### src/rtl/mc_control_fsm.sv
// ============================================================================
// Module   : mc_control_fsm
// Desc     : Multicycle ARM control unit; decode, sequencing, NZCV and CondEx.
//            Define MC_MUL_EN to decode MUL (otherwise MUL is undecodable).
// Revision : 1.0 - initial release
// ============================================================================
`default_nettype none

module mc_control_fsm (
    input  logic        clk,
    input  logic        reset,
    input  logic [31:0] Instr,
    input  logic [3:0]  ALUFlags,
    output logic        PCWrite,
    output logic        RegWrite,
    output logic        IRWrite,
    output logic        MemWrite,
    output logic        AdrSrc,
    output logic [1:0]  RegSrc,
    output logic [1:0]  ALUSrcA,
    output logic [1:0]  ALUSrcB,
    output logic [1:0]  ResultSrc,
    output logic [1:0]  ImmSrc,
    output logic [2:0]  ALUControl,
    output logic        Illegal,
    output logic [3:0]  State
);

    localparam logic [3:0] c_FETCH    = 4'd0;
    localparam logic [3:0] c_DECODE   = 4'd1;
    localparam logic [3:0] c_MEMADR   = 4'd2;
    localparam logic [3:0] c_MEMRD    = 4'd3;
    localparam logic [3:0] c_MEMWB    = 4'd4;
    localparam logic [3:0] c_MEMWR    = 4'd5;
    localparam logic [3:0] c_EXECUTER = 4'd6;
    localparam logic [3:0] c_EXECUTEI = 4'd7;
    localparam logic [3:0] c_ALUWB    = 4'd8;
    localparam logic [3:0] c_BRANCH   = 4'd9;
    localparam logic [3:0] c_UNKNOWN  = 4'd10;

    localparam logic [2:0] c_ALU_ADD  = 3'b000;
    localparam logic [2:0] c_ALU_SUB  = 3'b001;
    localparam logic [2:0] c_ALU_AND  = 3'b010;
    localparam logic [2:0] c_ALU_ORR  = 3'b011;
    localparam logic [2:0] c_ALU_MUL  = 3'b100;

    logic [3:0] state_q, state_d;
    logic [3:0] flags_q, flags_d;
    logic       illegal_q, illegal_d;

    logic [1:0] w_op;
    logic       w_rd_pc;
    logic       w_mul_enc;
    logic       w_dp_ok;
    logic       w_is_cmp;
    logic [2:0] w_alu_op;
    logic       w_condex;
    logic       w_pcwrite, w_regwrite, w_irwrite, w_memwrite;
    logic       w_exec;

    assign w_op      = Instr[27:26];
    assign w_rd_pc   = (Instr[15:12] == 4'hF);
    assign w_mul_enc = (Instr[27:22] == 6'b000000) && (Instr[7:4] == 4'b1001);
    assign w_exec    = (state_q == c_EXECUTER) || (state_q == c_EXECUTEI);

    // MUL shares the AND cmd field, so its encoding is checked first.
    always_comb begin
        w_dp_ok  = 1'b0;
        w_is_cmp = 1'b0;
        w_alu_op = c_ALU_ADD;
        if (w_mul_enc) begin
`ifdef MC_MUL_EN
            w_dp_ok  = 1'b1;
            w_alu_op = c_ALU_MUL;
`else
            w_dp_ok  = 1'b0;
`endif
        end else begin
            case (Instr[24:21])
                4'b0000: begin w_dp_ok = 1'b1; w_alu_op = c_ALU_AND; end
                4'b0010: begin w_dp_ok = 1'b1; w_alu_op = c_ALU_SUB; end
                4'b0100: begin w_dp_ok = 1'b1; w_alu_op = c_ALU_ADD; end
                4'b1100: begin w_dp_ok = 1'b1; w_alu_op = c_ALU_ORR; end
                4'b1010: begin
                    w_dp_ok  = Instr[20];
                    w_is_cmp = 1'b1;
                    w_alu_op = c_ALU_SUB;
                end
                default: w_dp_ok = 1'b0;
            endcase
        end
    end

    always_comb begin
        case (Instr[31:28])
            4'b0000: w_condex = flags_q[2];
            4'b0001: w_condex = ~flags_q[2];
            4'b0010: w_condex = flags_q[1];
            4'b0011: w_condex = ~flags_q[1];
            4'b0100: w_condex = flags_q[3];
            4'b0101: w_condex = ~flags_q[3];
            4'b0110: w_condex = flags_q[0];
            4'b0111: w_condex = ~flags_q[0];
            4'b1000: w_condex = flags_q[1] & ~flags_q[2];
            4'b1001: w_condex = ~flags_q[1] | flags_q[2];
            4'b1010: w_condex = (flags_q[3] == flags_q[0]);
            4'b1011: w_condex = (flags_q[3] != flags_q[0]);
            4'b1100: w_condex = ~flags_q[2] & (flags_q[3] == flags_q[0]);
            4'b1101: w_condex = flags_q[2] | (flags_q[3] != flags_q[0]);
            4'b1110: w_condex = 1'b1;
            default: w_condex = 1'b0;
        endcase
    end

    always_ff @(posedge clk or posedge reset) begin
        if (reset) begin
            state_q   <= c_FETCH;
            flags_q   <= 4'b0000;
            illegal_q <= 1'b0;
        end else begin
            state_q   <= state_d;
            flags_q   <= flags_d;
            illegal_q <= illegal_d;
        end
    end

    always_comb begin
        state_d   = state_q;
        flags_d   = (w_exec && Instr[20]) ? ALUFlags : flags_q;
        case (state_q)
            c_FETCH:  state_d = c_DECODE;
            c_DECODE: begin
                if (!w_condex)          state_d = c_FETCH;
                else begin
                    case (w_op)
                        2'b00:   state_d = !w_dp_ok  ? c_UNKNOWN  :
                                           Instr[25] ? c_EXECUTEI : c_EXECUTER;
                        2'b01:   state_d = c_MEMADR;
                        2'b10:   state_d = c_BRANCH;
                        default: state_d = c_UNKNOWN;
                    endcase
                end
            end
            c_EXECUTER, c_EXECUTEI: state_d = w_is_cmp ? c_FETCH : c_ALUWB;
            c_MEMADR:  state_d = Instr[20] ? c_MEMRD : c_MEMWR;
            c_MEMRD:   state_d = c_MEMWB;
            c_ALUWB, c_MEMWB, c_MEMWR, c_BRANCH: state_d = c_FETCH;
            c_UNKNOWN: state_d = c_UNKNOWN;
            default:   state_d = c_FETCH;
        endcase
        illegal_d = illegal_q | (state_d == c_UNKNOWN);
    end

    always_comb begin
        w_pcwrite  = 1'b0;
        w_regwrite = 1'b0;
        w_irwrite  = 1'b0;
        w_memwrite = 1'b0;
        AdrSrc     = 1'b0;
        RegSrc     = 2'b00;
        ALUSrcA    = 2'b00;
        ALUSrcB    = 2'b00;
        ResultSrc  = 2'b00;
        ImmSrc     = 2'b00;
        ALUControl = c_ALU_ADD;
        case (state_q)
            c_FETCH: begin
                w_irwrite = 1'b1;
                w_pcwrite = 1'b1;
                ALUSrcA   = 2'b01;
                ALUSrcB   = 2'b10;
                ResultSrc = 2'b10;
            end
            c_DECODE: begin
                ALUSrcA   = 2'b01;
                ALUSrcB   = 2'b10;
                ResultSrc = 2'b10;
                RegSrc    = {w_op == 2'b01, w_op == 2'b10};
            end
            c_EXECUTER: ALUControl = w_alu_op;
            c_EXECUTEI: begin
                ALUSrcB    = 2'b01;
                ALUControl = w_alu_op;
            end
            c_ALUWB: begin
                w_regwrite = 1'b1;
                w_pcwrite  = w_rd_pc;
            end
            c_MEMADR: begin
                ALUSrcB = 2'b01;
                ImmSrc  = 2'b01;
            end
            c_MEMRD: AdrSrc = 1'b1;
            c_MEMWB: begin
                ResultSrc  = 2'b01;
                w_regwrite = 1'b1;
                w_pcwrite  = w_rd_pc;
            end
            c_MEMWR: begin
                AdrSrc     = 1'b1;
                w_memwrite = 1'b1;
            end
            c_BRANCH: begin
                ALUSrcB   = 2'b01;
                ImmSrc    = 2'b10;
                ResultSrc = 2'b10;
                w_pcwrite = 1'b1;
            end
            default: ;
        endcase
    end

    // FETCH enables are active in the reset state, so mask all writes during reset.
    assign PCWrite  = w_pcwrite  & ~reset;
    assign RegWrite = w_regwrite & ~reset;
    assign IRWrite  = w_irwrite  & ~reset;
    assign MemWrite = w_memwrite & ~reset;
    assign Illegal  = illegal_q;
    assign State    = state_q;

endmodule

`default_nettype wire
### config.mk
export PLATFORM = sky130hd
export DESIGN_NAME = mc_control_fsm
export DESIGN_NICKNAME = d
export VERILOG_FILES = /design/src/rtl/mc_control_fsm.sv
export SDC_FILE = /design/constraint.sdc
export NUM_CORES = 1
export LEC_CHECK = 0
export CORE_UTILIZATION = 33
export DETAILED_ROUTE_END_ITERATION = 12
export GPL_ROUTABILITY_DRIVEN = 0
export PLACE_DENSITY = 0.77
export SYNTH_ARGS = -nofsm -noshare
export SYNTH_HDL_FRONTEND = slang
export SYNTH_SLANG_ARGS = --single-unit
### constraint.sdc
create_clock -name clk -period 1.86 [get_ports clk]
set_input_delay 0.372 -clock clk [delete_from_list [all_inputs] [get_ports clk]]
set_output_delay 0.372 -clock clk [all_outputs]
set_load 0.005 [all_outputs]
==> implementation parameters <==
Parameter                              Value

Power
  Max rail drop VDD ... 0.000965 V
  Power density relative to cell area ... 1310 nW/um^2
  Leakage ... approximately 0.94 nW
  Overall power of the completed layout ... 0.00272 W

Yosys
  Share of synthesized area occupied by flip-flops and latches ... 0.235
  Yosys warning count ... 0
  Flip-flop and latch count after synthesis ... 9
  Share of synthesized registers carrying an async set or reset ... 1.00
  Unique masters post-synth ... 53
  Number of instances in the synthesized netlist ... 110
  Mean post-synth cell area ... 8.70 sq um
  Most common flop cell mapped by yosys ... dfrtp_1
  Synthesized cell area ... 957 sq um
  Number of enable flip-flop cells after synthesis ... 0

Route
  Number of nets with antenna violations after detailed routing ... 0
  Drt via density ... roughly 5.5
  Final wirelength ... ~4500 microns
  Iteration-0 DRC Markers ... 77
  Via count ... 1,352
  Residual DRC ... 0
  Average routed wire per standard cell ... between 15 and 20 microns
  DRT Pass-1 Iters ... 4

Setup path
  Most repeated library cell on the critical path ... buf_6
  Launching instance or port of the critical path ... State[2]
  Kind of start point of the critical path ... flop
  Maximum net fanout on the critical path ... 3
  Family with the most delay on the worst path ... simple AND/OR/NAND/NOR gates
  Critical Path Slowest Stage Cell ... dfrtp_2
  WP data required ... 1.49 ns
  Worst setup path category ... flop to output pin
  CP cell instances ... buf_6, buf_6, nor2b_4, and4b_1, nor4b_4, buf_2
  Delay contributed by the slowest stage of the critical path ... approximately 0.42 ns
  Nature of the critical path endpoint ... output pin
  R2R Path Start ... flags_q[3]
  Count of buffering cells on the critical path with inverters included ... 3
  Endpoint arrival time on the critical path ... approximately 1.6 ns

Global route
  Largest net degree at the start of global routing ... 16
  Grt met1 use ... 0.300
  Antenna violations before repair ... 0
  First-pass GRT wire length ... ~6500 microns
  Global Route met2 Usage ... 0.539
  Top Usage Layer GRT ... met2
  Vias in the first global route ... roughly 1,300
  Met3 routing resource usage after global routing ... 0.0256
  Overall global routing resource usage ... 0.266
  Aggregate global routing overflow ... 0

Status
  Result of the run ... complete, but fails checks
  Violations in the final reports ... negative setup slack

Cells and area
  Count of antenna diodes in the layout ... 0
  Sequential standard cell area ... between 200 and 250 sq um
  Fill cells ... roughly 190
  Footprint of the multi-input gates ... about 900 sq um
  Highest-count cells in the layout ignoring fill and taps ... buf_4, clkdlybuf4s50_1, dlygate4sd2_1
  Area grow syn2layout ... 117%
  Most common library cell in the layout ignoring fill and taps ... buf_4
  Final std cell area, no fill ... 2080 sq um
  Ratio of cells with drive above 1 in the final layout ... 0.549
  Nets ... 252

Clock tree
  Number of clock buffers inserted by TritonCTS ... 3
  CTS H-tree lvls ... 1
  Clock network latency to the later pin of the worst-skew pair ... about 0.28 ns
  Maximum clock path buffer count ... 2
  Clock Sink Count ... 9
  Root buf cell ... clkbuf_4
  TritonCTS clock tree ... done
  Clock transition time at the flip-flop clock pins of the worst setup and hold paths ... ~0.070 ns

Floorplan
  Die span in x ... around 56 microns
  Initial Util ... 0.347
  Num ports ... a little over 60
  Std cell rows ... 19
  Height of the die ... ~56 microns
  Die footprint ... between 3000 and 4000 sq um
  Floorplan core area ... 2760 sq um

STA
  Share of the cycle needed by the critical path after routing ... 1.08
  RSZ-0062 raised after global routing ... true
  Number of endpoints with negative hold slack in the final report ... 0
  Final worst clock skew ... between 0.006 and 0.007 ns
  Fin. max-slew vios ... 0
  Achievable Freq ... 497 MHz
  Tmin final ... 2.01 ns
  Setup slack after layout ... -0.153 ns
  Setup-failing EPs final ... 15

Min path
  Worst min-delay path category ... input port to async pin

Place
  Port bufs ... 46
  Placed Area ... between 1500 and 2000 sq um
  DP Worst Slack ... -0.654 ns
  Half-perimeter wire length after detailed placement ... 2480 microns

Job
  Number of violations of the max-capacitance limit ... 0
worst paths after layout:
check,cells after the start,endpoint,slack (ns)
worst min-delay path,3,State[1],0.46
worst max register to register,6,Illegal,-0.13
min in group clk,2,Illegal,0.52
worst min register to register,2,Illegal,0.52
worst max-delay path,6,ALUControl[1],-0.15
max in group asynchronous,3,State[3],1.13
through the flow:
| step | utilization | std cells | hold WS [ns] | setup TNS (ns) |
|---|---|---|---|---|
| global placement | 0.600 | 215 | 0.496 | -5.34 |
| floorplan | - | 111 | 0.200 | -0.176 |
| global route | 0.755 | 244 | 0.489 | -2.10 |
| finish | 0.755 | 244 | 0.460 | -1.22 |
| CTS | 0.691 | 235 | 0.448 | -0.820 |
| detailed placement | 0.600 | 215 | 0.494 | -6.21 |
power breakdown:
group / leakage, nW / total [W] / switching [W] / internal [W]
sequential: 0.112 / 0.000383 / 0.000105 / 0.000278
clock: 0.0150 / 0.000163 / 0.0000800 / 0.0000833
combinational: 0.816 / 0.00218 / 0.000973 / 0.00121
Yosys cell counts (2+ instances only):
cell,n,area share
mux2i_1,4,0.042
clkbuf_8,2,0.029
a41oi_1,2,0.018
nand3_1,3,0.016
o22ai_1,2,0.013
o211ai_1,3,0.024
buf_4,2,0.016
nor2_1,7,0.027
nor2b_1,5,0.033
nand2b_1,7,0.046
nand2_1,5,0.020
nor4_1,3,0.020
a21oi_1,2,0.010
nor4b_1,3,0.027
nor3_1,6,0.031
o21ai_0,3,0.016
mux2_2,4,0.047
o21ai_1,3,0.016
dfrtp_1,9,0.24
inv_1,2,0.0078
layout make-up:
cell class	count	area share
Clock buffer	4	0.0126
Inverter	2	0.00541
Multi-Input combinational cell	95	0.431
Sequential cell	9	0.109
Tap cell	31	0.0186
Timing Repair Buffer	103	0.423
sequential cells by signal (all words and copies together), names as in the netlist:
name     flops
flags_q      4
Illegal      1
State        4
worst register-to-register path: cells and delay by family, from the launching register on:
kind / cells / cell delay [ns]
buffers and inverters: 1 / 0.18
flip-flops: 1 / 0.40
XOR/XNOR: 1 / 0.17
AO/OA/AOI/OAI: 3 / 0.72
AND/OR/NAND/NOR: 1 / 0.40
what timing repair did:
item,4_1_cts,5_1_grt
pin swaps,11,13
gates resized for setup,91,39
buffers inserted,16,9
hold buffers,0,0
setup endpoints to repair,21,18
per-layer routing:
metal	up-vias	share of wire	wire length, microns
li1	620	-	-
met1	656	0.36	1640
met2	59	0.55	2520
met3	17	0.044	198
met4	0	0.041	188
met5	-	0	0
kinds of logic (layout without fill, tap and decap cells):
family                    Yosys count  count (layout)  synth area share
and+or+nand+nor                    55              55             0.350
buffers and inverters               7             109            0.0562
xor gates and xnor gates            3               3            0.0353
muxes                               8               8            0.0889
other                               1               2           0.00392
AOI/OAI and AO/OA                  27              27             0.230
DFF                                 9               9             0.235
Note: power is estimated with default switching activity, not from simulation.
